$ cat src/rtl/cpu_seq_ctrl.sv
// cpu_seq_ctrl
// Hardwired Moore micro-sequencer for the accumulator CPU datapath.
// It walks fetch (F1..F3), decode (DEC) and a short execute tail per opcode.
// ctrl, state and halted depend only on registered state, so no input ever
// reaches them combinationally.
//
// The ALU function used in S_EX2 comes from exec_op_q. This register is
// captured at decode, so ctrl in S_EX2 does not look at the opcode input.
//
// A "retire" does three things on the same edge:
//   - returns to S_F1 (run=1) or S_IDLE (run=0); HALT goes to S_HALT instead,
//   - raises instr_done for the next cycle,
//   - bumps instr_cnt, which wraps to zero naturally.
// run is only looked at in S_IDLE and at retire.

module cpu_seq_ctrl #(
    parameter int              OP_W     = 8,
    parameter int              CNT_W    = 16,
    parameter logic [OP_W-1:0] OP_STORE = 8'h01,
    parameter logic [OP_W-1:0] OP_LOAD  = 8'h02,
    parameter logic [OP_W-1:0] OP_ADD   = 8'h03,
    parameter logic [OP_W-1:0] OP_SUB   = 8'h04,
    parameter logic [OP_W-1:0] OP_JGEZ  = 8'h05,
    parameter logic [OP_W-1:0] OP_JMP   = 8'h06,
    parameter logic [OP_W-1:0] OP_HALT  = 8'h07
) (
    input  logic             clk,
    input  logic             rst,
    input  logic             run,
    input  logic [OP_W-1:0]  opcode,
    input  logic             acc_sign,
    output logic [11:0]      ctrl,
    output logic [3:0]       state,
    output logic             halted,
    output logic             instr_done,
    output logic [CNT_W-1:0] instr_cnt
);

    // State encodings (fixed; visible on the state debug output)
    localparam logic [3:0] S_F1   = 4'd0;
    localparam logic [3:0] S_F2   = 4'd1;
    localparam logic [3:0] S_F3   = 4'd2;
    localparam logic [3:0] S_DEC  = 4'd3;
    localparam logic [3:0] S_ST1  = 4'd4;
    localparam logic [3:0] S_ST2  = 4'd5;
    localparam logic [3:0] S_RD   = 4'd6;
    localparam logic [3:0] S_EX1  = 4'd7;
    localparam logic [3:0] S_EX2  = 4'd8;
    localparam logic [3:0] S_JMP  = 4'd9;
    localparam logic [3:0] S_IDLE = 4'd14;
    localparam logic [3:0] S_HALT = 4'd15;

    // Control line positions
    localparam int C_PC_MAR   = 0;   // PC -> MAR
    localparam int C_MEM_RD   = 1;   // MEM -> MBR
    localparam int C_PC_INC   = 2;   // PC + 1
    localparam int C_MBR_BR   = 3;   // MBR -> BR
    localparam int C_IR_LD    = 4;   // MBR[15:8] -> IR
    localparam int C_ADR_MAR  = 5;   // MBR addr -> MAR
    localparam int C_ACC_MBR  = 6;   // ACC -> MBR
    localparam int C_MEM_WR   = 7;   // MBR -> MEM
    localparam int C_ALU_ADD  = 8;   // ALU add
    localparam int C_ALU_SUB  = 9;   // ALU sub
    localparam int C_ACC_LD   = 10;  // ALU result -> ACC (BR pass-through when no op)
    localparam int C_ADR_PC   = 11;  // MBR addr -> PC

    // ALU function latched at decode for the S_EX2 cycle
    localparam logic [1:0] EX_LOAD = 2'd0;
    localparam logic [1:0] EX_ADD  = 2'd1;
    localparam logic [1:0] EX_SUB  = 2'd2;

    localparam logic [CNT_W-1:0] CNT_ONE = {{(CNT_W-1){1'b0}}, 1'b1};

    logic [3:0]       state_q, state_d;
    logic [1:0]       exec_op_q, exec_op_d;
    logic             instr_done_q, instr_done_d;
    logic [CNT_W-1:0] instr_cnt_q, instr_cnt_d;

    logic             retire;
    logic             go_halt;

    // Next-state, retire detection and ALU-function capture
    always_comb begin
        state_d   = state_q;
        exec_op_d = exec_op_q;
        retire    = 1'b0;
        go_halt   = 1'b0;

        case (state_q)
            S_IDLE: begin
                if (run) begin
                    state_d = S_F1;
                end
            end
            S_F1:  state_d = S_F2;
            S_F2:  state_d = S_F3;
            S_F3:  state_d = S_DEC;
            S_DEC: begin
                if (opcode == OP_STORE) begin
                    state_d = S_ST1;
                end else if (opcode == OP_LOAD) begin
                    state_d   = S_RD;
                    exec_op_d = EX_LOAD;
                end else if (opcode == OP_ADD) begin
                    state_d   = S_RD;
                    exec_op_d = EX_ADD;
                end else if (opcode == OP_SUB) begin
                    state_d   = S_RD;
                    exec_op_d = EX_SUB;
                end else if (opcode == OP_JMP) begin
                    state_d = S_JMP;
                end else if (opcode == OP_JGEZ) begin
                    // Non-negative ACC takes the jump; negative retires as a no-op
                    if (!acc_sign) begin
                        state_d = S_JMP;
                    end else begin
                        retire = 1'b1;
                    end
                end else if (opcode == OP_HALT) begin
                    retire  = 1'b1;
                    go_halt = 1'b1;
                end else begin
                    // Any unassigned opcode behaves as NOP
                    retire = 1'b1;
                end
            end
            S_ST1:  state_d = S_ST2;
            S_ST2:  retire  = 1'b1;
            S_RD:   state_d = S_EX1;
            S_EX1:  state_d = S_EX2;
            S_EX2:  retire  = 1'b1;
            S_JMP:  retire  = 1'b1;
            S_HALT: state_d = S_HALT;
            default: begin
                // Encodings 10..13 are unreachable; recover to idle
                state_d = S_IDLE;
            end
        endcase

        if (retire) begin
            if (go_halt) begin
                state_d = S_HALT;
            end else if (run) begin
                state_d = S_F1;
            end else begin
                state_d = S_IDLE;
            end
        end

        instr_done_d = retire;
        instr_cnt_d  = retire ? (instr_cnt_q + CNT_ONE) : instr_cnt_q;
    end

    // State and bookkeeping registers with synchronous active-low reset
    always_ff @(posedge clk) begin
        if (!rst) begin
            state_q      <= S_IDLE;
            exec_op_q    <= EX_LOAD;
            instr_done_q <= 1'b0;
            instr_cnt_q  <= '0;
        end else begin
            state_q      <= state_d;
            exec_op_q    <= exec_op_d;
            instr_done_q <= instr_done_d;
            instr_cnt_q  <= instr_cnt_d;
        end
    end

    // Moore decode of control lines from the state register only
    always_comb begin
        ctrl = 12'd0;
        case (state_q)
            S_F1: ctrl[C_PC_MAR] = 1'b1;
            S_F2: begin
                ctrl[C_MEM_RD] = 1'b1;
                ctrl[C_PC_INC] = 1'b1;
            end
            S_F3:  ctrl[C_IR_LD]   = 1'b1;
            S_DEC: ctrl[C_ADR_MAR] = 1'b1;
            S_ST1: ctrl[C_ACC_MBR] = 1'b1;
            S_ST2: ctrl[C_MEM_WR]  = 1'b1;
            S_RD:  ctrl[C_MEM_RD]  = 1'b1;
            S_EX1: ctrl[C_MBR_BR]  = 1'b1;
            S_EX2: begin
                ctrl[C_ACC_LD]  = 1'b1;
                ctrl[C_ALU_ADD] = (exec_op_q == EX_ADD);
                ctrl[C_ALU_SUB] = (exec_op_q == EX_SUB);
            end
            S_JMP:   ctrl[C_ADR_PC] = 1'b1;
            default: ctrl = 12'd0;
        endcase
    end

    assign state      = state_q;
    assign halted     = (state_q == S_HALT);
    assign instr_done = instr_done_q;
    assign instr_cnt  = instr_cnt_q;

endmodule

$ cat config.mk
export PLATFORM = sky130hd
export DESIGN_NAME = cpu_seq_ctrl
export DESIGN_NICKNAME = d
export VERILOG_FILES = /design/src/rtl/cpu_seq_ctrl.sv
export SDC_FILE = /design/constraint.sdc
export NUM_CORES = 1
export LEC_CHECK = 0
export ABC_AREA = 1
export CELL_PAD_IN_SITES_DETAIL_PLACEMENT = 0
export CELL_PAD_IN_SITES_GLOBAL_PLACEMENT = 1
export CORE_MARGIN = 2
export CORE_UTILIZATION = 34
export DETAILED_ROUTE_END_ITERATION = 10
export GPL_TIMING_DRIVEN = 0
export PLACE_DENSITY = 0.77
export SLEW_MARGIN = 20
export SYNTH_ARGS = -nofsm -noshare
export SYNTH_HDL_FRONTEND = slang
export SYNTH_SLANG_ARGS = --single-unit
export TNS_END_PERCENT = 10
$ cat constraint.sdc
create_clock -name clk -period 2.2 [get_ports clk]
set_input_delay 0.66 -clock clk [delete_from_list [all_inputs] [get_ports clk]]
set_output_delay 0.66 -clock clk [all_outputs]
set_load 0.02 [all_outputs]
---- Word-level counts from Yosys, hierarchy flattened ----
Cells that the tools add are included.
operators by class
  add/sub/neg operators ................... 1
  $mul .................................... 0
  div/mod/pow operators ................... 0
  $lt $le $gt $ge ......................... 0
  equal/unequal tests ..................... 24
  shift operators ......................... 0
  muxes and demuxes ....................... 41
  bitwise gates (word level) .............. 1
  reduce and logical (&&, ||, !) cells .... 6
operator list
  operator               count
  $mux 4                 11
  $pmux 4 s10            1
  $eq 8x3->1 const B     4
  $mux 1                 24
  $add 16x1->16 const B  1
  $eq 4x3->1 const B     4
  $eq 4x4->1 const B     4
  $eq 8x2->1 const B     2
  $ne 8x8->1 const B     2
  $eq 4x2->1 const B     2
  $eq 8x1->1 const B     1
  $mux 2                 3
  $eq 4x1->1 const B     1
  $logic_not 4->1        1
  $reduce_and 4->1       1
  $mux 3                 1
  $ne 3x3->1 const B     1
  $reduce_and 3->1       1
  $reduce_bool 3->1      1
  $reduce_or 3->1        1
  $eq 2x1->1 const B     1
  $eq 2x2->1 const B     1
  $ne 2x1->1 const B     1
  $pmux 1 s2             1
  other kinds (2)        2
storage, ports and cells
  bits in registers ....................... 23
  bits in latches ......................... 0
  RAM bits ................................ 0
  ROM bits ................................ 0
  input bits .............................. 12
  output and inout port bits .............. 34
  word-level logic and storage cells ...... 77
  memories kept ........................... 0

---- Logic depth before layout (Yosys ltp) ----
Gate-level depths: netlist of run 1.
  depth after elaboration ................. 11
  depth in mapped cells ................... 11
  depth with buffers taken out ............ 11

---- Least setup slack after synthesis of run 1 ----
Ideal clock, no wire load.
  path kind ............................... register to output
  start point ............................. register state_q[3] (netlist: state[3])
  end point ............................... output port ctrl[8]
  arrival time ............................ 1430 ps
  required time ........................... 1540 ps
  slack ................................... 110 ps
  stages on the path, launching flop included .. 6
  path buffers ............................ 1
  path through ............................ dfxtp_1 buf_6 nand2_2 nor2_4 inv_1 nor3_1
between the ends
  cells in the longest elaborated chain, start to end .. 2
ends and longest elaborated chain
  element                   RTL line  text
  start: declaration        74        logic [3:0] state_q, state_d;
  start signal: assignment  162       state_q <= state_d;
  $eq 4x4->1                172       case (state_q)
  $mux 3                    172
  end: declaration          32        output logic [11:0] ctrl,
No other way between the ends.

---- Worst setup path after layout of run 1 ----
  start point ............................. input port opcode[6]
  end point ............................... register instr_cnt_q[14] (netlist: instr_cnt[14])
between the ends
  cells in the longest elaborated chain, start to end .. 8
  elaborated cells on any way between the ends .. 13
  classes of those cells .................. eq/ne (6); mux (7)
ends and longest elaborated chain
  element                 RTL line  text
  start: declaration      30        input logic [OP_W-1:0] opcode,
  $eq 8x3->1              112       end else if (opcode == OP_JGEZ) begin
  $mux 1                  112
  $mux 1                  110       end else if (opcode == OP_JMP) begin
  $mux 1                  107       end else if (opcode == OP_SUB) begin
  $mux 1                  104       end else if (opcode == OP_ADD) begin
  $mux 1                  101       end else if (opcode == OP_LOAD) begin
  $mux 1 *                99        if (opcode == OP_STORE) begin
  $pmux 1 s2 *            89        case (state_q)
  end signal: assignment  165       instr_cnt_q <= instr_cnt_d;
  end: declaration        77        logic [CNT_W-1:0] instr_cnt_q, instr_cnt_d;
Every way passes the cells marked *; elsewhere a longest branch is shown, timed or not.
A chain may end at the register's enable or synchronous reset.

==> results_dict.tcl, run 1 <==
set metrics [dict create \
    dieArea_sq_um 5587 \
    clk_latency_ns 0.27 \
    drtAntennaViolNets 0 \
    yosys_warnings 0 \
    status "finished clean" \
    drc 0 \
    path_cells "clkdlybuf4s50_1 > nor2_4 > nand2_1 > inv_2 > nand2_1 > nand2_2 > nor2_4 > nand2_4 > nand2_8 > buf_12 > nand2_2 > a21oi_2" \
    core_sq_um 4786 \
    cts_made_buffers 3 \
    clkSlewWorstSetupHoldPaths_ns 0.08 \
    total_power_mw 1.598 \
    maxSlewViolCount 0 \
    io_buffers 45 \
    seq_area_frac_synth_pct 27.06 \
    syn_nets 258 \
    p_leak_nw 0.9035 \
    start_util_pct 35.56 \
    pre_cts_ws_ns -0.2935 \
    drt_iter0_drc 84 \
    yosys.cell_types.count 30 \
    fmax_ghz 0.4745 \
    grt_pass1_vias 1512 \
    ys.flop_type "dfxtp_1" \
    routed_wl_microns 4179 \
    die_height_microns 74.75 \
    rsz0062_at_grt "true" \
    fin_cells 361 \
    critical_path.max_stage_delay_ns 0.45 \
    clock_skew_ns 0.006418 \
    maxCapViolCount 0 \
    arrival_ns 2.24 \
    num_rows 25 \
    fin_setup_tns_ns 0 \
    diodes 0 \
    criticalPathCategory "input port to register" \
    cts_root_buffer "clkbuf_8" \
    die_w_microns 74.75 \
    final_area_sq_um 2288 \
    detail_route.vias_per_cell 4.645 \
    gp_congestion 0.7950 \
    drive_gt1_share_pct 22.11 \
    synth-edff-count 0 \
    power_density_nw_per_um2 698.4 \
    hpwl_microns 3262 \
    syn2layout_area_growth_pct 34.49 \
    grt_overflow 0 \
    htreeDepth 1 \
    yosys.area.top_type "dfxtp_1" \
    post_dp_cell_area_sq_um 2236 \
    ys_ff_latch 23 \
    grt_use_total_pct 16.00 \
    grt_pass1_wl_microns 6982 \
    grt_antenna_before_repair 0 \
    endpoint_kind "register" \
    post-cts-setup-buffers 0 \
    ios 46 \
    synth-async-reset-ratio_pct 0 \
    required_ns 2.33 \
    finalSetupViolations 0 \
    hp-class "register to register" \
    cts.path.max_buffers 2 \
    start_kind "input port" \
    via_count 1677 \
    relSlewSlack_pct 50.20 \
    worstMarginPinSlew_ns 0.7470 \
    layout.nets 308 \
    routedWlPerCell_microns 11.58 \
    cts_tree "yes" \
    synth_area_per_cell_sq_um 6.945 \
    dp_cells 357 \
    fin_crit_sh_pct 95.79 \
    crit_fanout 10 \
    synth.top_cell.area_share_pct 27.06 \
    finalWorstSetupSlack_ns 0.09265 \
    min_period_ns 2.107 \
    grt_max_degree 13 \
    cts_sinks 23 \
    finalHoldViolCount 0 \
    crit_slowest_cell "clkdlybuf4s50_1" \
    drt_pre_antenna_iters 4 \
    synth.cell_area_sq_um 1702 \
    irDropWorstVdd_mv 0.2878 \
    hold_buffers 0 \
    netlist_instances 245 \
    synth_area_leaders "dfxtp_1 27%, nand2_1 8.8%, nor2_1 7.1%, nand3_1 6.8%, inv_1 5.7%" \
]
==> power breakdown <==
part	switching, mW	internal (mW)
registers	0.0579	0.466
clock network	0.144	0.130
logic	0.483	0.317
==> logic make-up after synthesis <==
logic type	count (synthesis)	synth area share [%]
simple gates	146	45.88
buf+inv	38	10.66
compound gates	26	10.00
flops	23	27.06
xor+xnor	11	5.662
fa+ha+maj	1	0.7352
==> area by class of cell <==
| cell class | instances | area (sq um) |
|---|---|---|
| fillers | 517 | 2497 |
| multi-input cells | 184 | 1086 |
| flip-flops and latches | 23 | 464.2 |
| repair buffers | 45 | 427.9 |
| inverters | 33 | 123.9 |
| well taps | 67 | 83.83 |
| plain buffers | 5 | 57.56 |
| clock buffers | 4 | 45.04 |
==> per-stage QoR <==
| step | hold WS [ns] | util, % |
|---|---|---|
| floorplan | 0.4392 | - |
| global placement | 0.4525 | 46.72 |
| detailed placement | 0.4594 | 46.72 |
| CTS | 0.4718 | 47.53 |
| global route | 0.5119 | 47.82 |
| finish | 0.4711 | 47.82 |
==> worst paths after layout <==
kind | from | to | slack, ns | cells past startpoint
max | opcode[6] | instr_cnt[14]$_SDFFE_PN0P_ | 0.09 | 12
min | exec_op_q[0]$_SDFFE_PN0P_ | exec_op_q[0]$_SDFFE_PN0P_ | 0.47 | 2
max reg2reg | state[0]$_SDFFE_PN0P_ | instr_cnt[14]$_SDFFE_PN0P_ | 0.52 | 9
min reg2reg | exec_op_q[0]$_SDFFE_PN0P_ | exec_op_q[0]$_SDFFE_PN0P_ | 0.47 | 2
==> cells in the mapped netlist, drive strengths merged, types with 2 or more instances <==
cell and n:
o21ai 4, xnor2 4, nor2 39, a21oi 19, inv 32, nand2 57, xor2 7, buf 4
nand3 30, dfxtp 23, or2 2, nand4 10, nand3b 2, nor3 6
==> critical path, delay by kind of cell <==
family	cells	cell delay, ns
buffers and inverters	3	0.70
and+or+nand+nor	8	0.82
AOI/OAI and AO/OA	1	0.04
==> cell usage in the layout, fill, tap and decap left out, types with 4 or more instances in the layout <==
cell | netlist | routed
a21oi_1 | 10 | 10
a21oi_2 | 9 | 9
clkdlybuf4s15_1 | 0 | 4
clkdlybuf4s50_1 | 0 | 32
dfxtp_1 | 23 | 20
dlygate4sd2_1 | 0 | 6
inv_1 | 26 | 26
inv_2 | 6 | 6
nand2_1 | 40 | 40
nand2_2 | 13 | 13
nand3_1 | 23 | 23
nand3_2 | 7 | 7
nand4_1 | 10 | 10
nor2_1 | 32 | 29
nor2_2 | 4 | 5
nor2_4 | 2 | 4
nor3_1 | 5 | 5
o21ai_0 | 4 | 4
xnor2_1 | 4 | 4
xor2_1 | 7 | 7
==> sequential cells by signal, indices dropped and copies added (netlist names) <==
register    flops
state           4
exec_op_q       2
instr_done      1
instr_cnt      16
==> timing repair <==
item	4_1_cts	5_1_grt
gates resized for setup	21	13
gates cloned	0	0
pin swaps	0	2
endpoints found under the setup margin	15	28
==> metal layers <==
layer  global-route usage (%)  vias to the layer above  share of wire (%)
met1                    24.00                      739                 52
li1                         -                      897                  -
met2                    24.39                       39                 43
met5                        0                        -                  0
met4                    1.786                        0               0.29
met3                    3.347                        2                4.6
Note: power is estimated with default switching activity, not from simulation.
==> run 2: changes to the inputs <==
- CORE_MARGIN: 2 -> unset
- CTS_CLUSTER_SIZE: unset -> 10
==> results_dict.tcl, run 2 (synthesized netlist as in run 1, its figures left out) <==
set metrics [dict create \
    grt_busiest_layer "met2" \
    maxSlewViolCount 0 \
    endpoint_kind "register" \
    detail_route.vias_per_cell 4.725 \
    cts_sinks 23 \
    grt_max_degree 13 \
    r2r-start "state[0]$_SDFFE_PN0P_" \
    met3_usage_pct 3.453 \
    htreeDepth 1 \
    nFillCells 507 \
    grt_pass1_vias 1500 \
    rrSetupSlack_ns 0.50 \
    pwr-share-clk_pct 16.6 \
    maxCapViolCount 0 \
    syn2layout_area_growth_pct 35.59 \
    criticalPathCategory "input port to register" \
    routed_wl_microns 4341 \
    whs_ns 0.4718 \
    start_kind "input port" \
    worstPathBufferInverterCount 3 \
    ios 46 \
    crit_end "instr_cnt[14]$_SDFFE_PN0P_" \
    status "finished clean" \
    fmax_ghz 0.4772 \
    reg2reg_to "instr_cnt[14]$_SDFFE_PN0P_" \
    p_sw_mw 0.6788 \
    grt_antenna_before_repair 0 \
    fin_crit_sh_pct 95.26 \
    worstMarginPinSlew_ns 0.6817 \
    cts_root_buffer "clkbuf_8" \
    largest_reg_flops 16 \
    io_buffers 45 \
    p_sw_share_pct 42.67 \
    crit_start "opcode[4]" \
    relSlewSlack_pct 54.56 \
    grt_use_total_pct 17.10 \
    gp_congestion 0.8209 \
    crit_slowest_cell "clkdlybuf4s50_1" \
    fin_cells 364 \
    hpwl_microns 3371 \
    grt_overflow 0 \
    crit_fanout 10 \
    p_leak_nw 0.9305 \
    via_count 1720 \
    irDropWorstVdd_mv 0.3140 \
    crit_family "simple AND/OR/NAND/NOR gates" \
    path_cells "clkdlybuf4s50_1 > nor2_4 > nand2_1 > inv_2 > nand2_1 > nand2_2 > nor2_4 > nand2_4 > nand2_8 > buf_12 > nand2_2 > a21oi_2" \
    core_sq_um 4755 \
    die_height_microns 72.75 \
    finalHoldViolCount 0 \
    cts.path.max_buffers 2 \
    cts_tree "yes" \
    required_ns 2.33 \
    routedWlPerCell_microns 11.93 \
    r2r_cells 9 \
    clock_skew_ns 0.001328 \
    drive_gt1_share_pct 23.23 \
    p_int_mw 0.9120 \
    start_util_pct 35.79 \
    drt_pre_antenna_iters 5 \
    diodes 0 \
    cts_made_buffers 3 \
    hp-class "register to register" \
    num_rows 25 \
    power_density_nw_per_um2 689.5 \
    use_met1_pct 25.66 \
    min_period_ns 2.096 \
    clkSlewWorstSetupHoldPaths_ns 0.08 \
    finish.utilization_pct 48.53 \
    finalSetupViolations 0 \
    pwr-share-seq_pct 33.1 \
    drtAntennaViolNets 0 \
    cp.depth 12 \
    critical_path.max_stage_delay_ns 0.44 \
    final_cell_mix "39 x nand2_1, 31 x clkdlybuf4s50_1, 30 x nor2_1" \
    drc 0 \
    combPwrFrac_pct 50.4 \
    dieArea_sq_um 5292 \
    drt_iter0_drc 67 \
    die_w_microns 72.75 \
    grt_pass1_wl_microns 7038 \
    final_common_cell "nand2_1" \
    arrival_ns 2.22 \
    layout.nets 311 \
    grt_use_met2_pct 25.86 \
    rsz0062_at_grt "true" \
    dp_cells 357 \
    clk_latency_ns 0.26 \
]
==> run 2: cell count changes in the layout (fill, tap and decap cells not counted), sizes merged <==
cell	change
buf	+3
clkdlybuf4s15	-3
clkdlybuf4s50	-1
dlygate4sd2	+2
dlymetal6s2s	+1
nand2	+1
==> run 2: worst reg2reg max path, delay by kind of cell, from the launching register on <==
family	cells	cell delay, ns
compound gates	1	0.04
buf+inv	3	0.37
flops	1	0.37
simple gates	5	0.80
==> run 2: area by class of cell <==
| cell class | instances | area, sq um | area share (%) |
|---|---|---|---|
| multi-input combinational | 185 | 1092 | 47.34 |
| buffer | 5 | 57.56 | 2.495 |
| tap | 67 | 83.83 | 3.633 |
| clock buffer | 4 | 45.04 | 1.952 |
| sequential | 23 | 464.2 | 20.12 |
| inverter | 33 | 123.9 | 5.369 |
| timing repair buffer | 47 | 440.4 | 19.09 |
==> run 2: per-stage QoR <==
stage	worst slack [ns]	area (sq um)	total power, mW	TNS, ns
floorplan	0.1100	1702	1.079	0
global placement	-0.2981	2236	1.341	-4.889
detailed placement	-0.2882	2236	1.342	-4.825
CTS	0.001306	2267	1.595	0
global route	-0.06289	2307	1.718	-0.1200
finish	0.1043	2307	1.591	0
==> run 2: repair_timing <==
item,in CTS,in global routing
buffers inserted,0,2
endpoints found under the hold margin,0,0
endpoints found under the setup margin,13,26
resized for setup,22,14
cloned,0,1
hold buffers,0,0
pin swaps,0,4
==> run 2: worst min path at each step <==
stage                              start                         to  slack (ns)  cells past startpoint
2_1_floorplan  exec_op_q[0]$_SDFFE_PN0P_  exec_op_q[0]$_SDFFE_PN0P_        0.44                      2
3_3_place_gp   exec_op_q[0]$_SDFFE_PN0P_  exec_op_q[0]$_SDFFE_PN0P_        0.46                      2
3_5_place_dp   exec_op_q[0]$_SDFFE_PN0P_  exec_op_q[0]$_SDFFE_PN0P_        0.46                      2
4_1_cts        exec_op_q[0]$_SDFFE_PN0P_  exec_op_q[0]$_SDFFE_PN0P_        0.48                      2
5_1_grt        exec_op_q[0]$_SDFFE_PN0P_  exec_op_q[0]$_SDFFE_PN0P_        0.49                      2
6_report       exec_op_q[0]$_SDFFE_PN0P_  exec_op_q[0]$_SDFFE_PN0P_        0.47                      2
==> run 2: per-layer routing <==
layer | vias to the layer above | share of wire [%]
li1 | 898 | -
met3 | 2 | 6.2
met5 | - | 0
met2 | 50 | 43
met4 | 0 | 0.28
met1 | 770 | 50
==> run 2: power groups by stage <==
| stage | clock network [mW] | logic (mW) | registers [mW] |
|---|---|---|---|
| after floorplan | 0 | 0.505 | 0.573 |
| after global placement | 0 | 0.810 | 0.531 |
| after detailed placement | 0 | 0.812 | 0.530 |
| after CTS | 0.275 | 0.794 | 0.526 |
| after global routing | 0.300 | 0.882 | 0.536 |
| final | 0.263 | 0.801 | 0.526 |
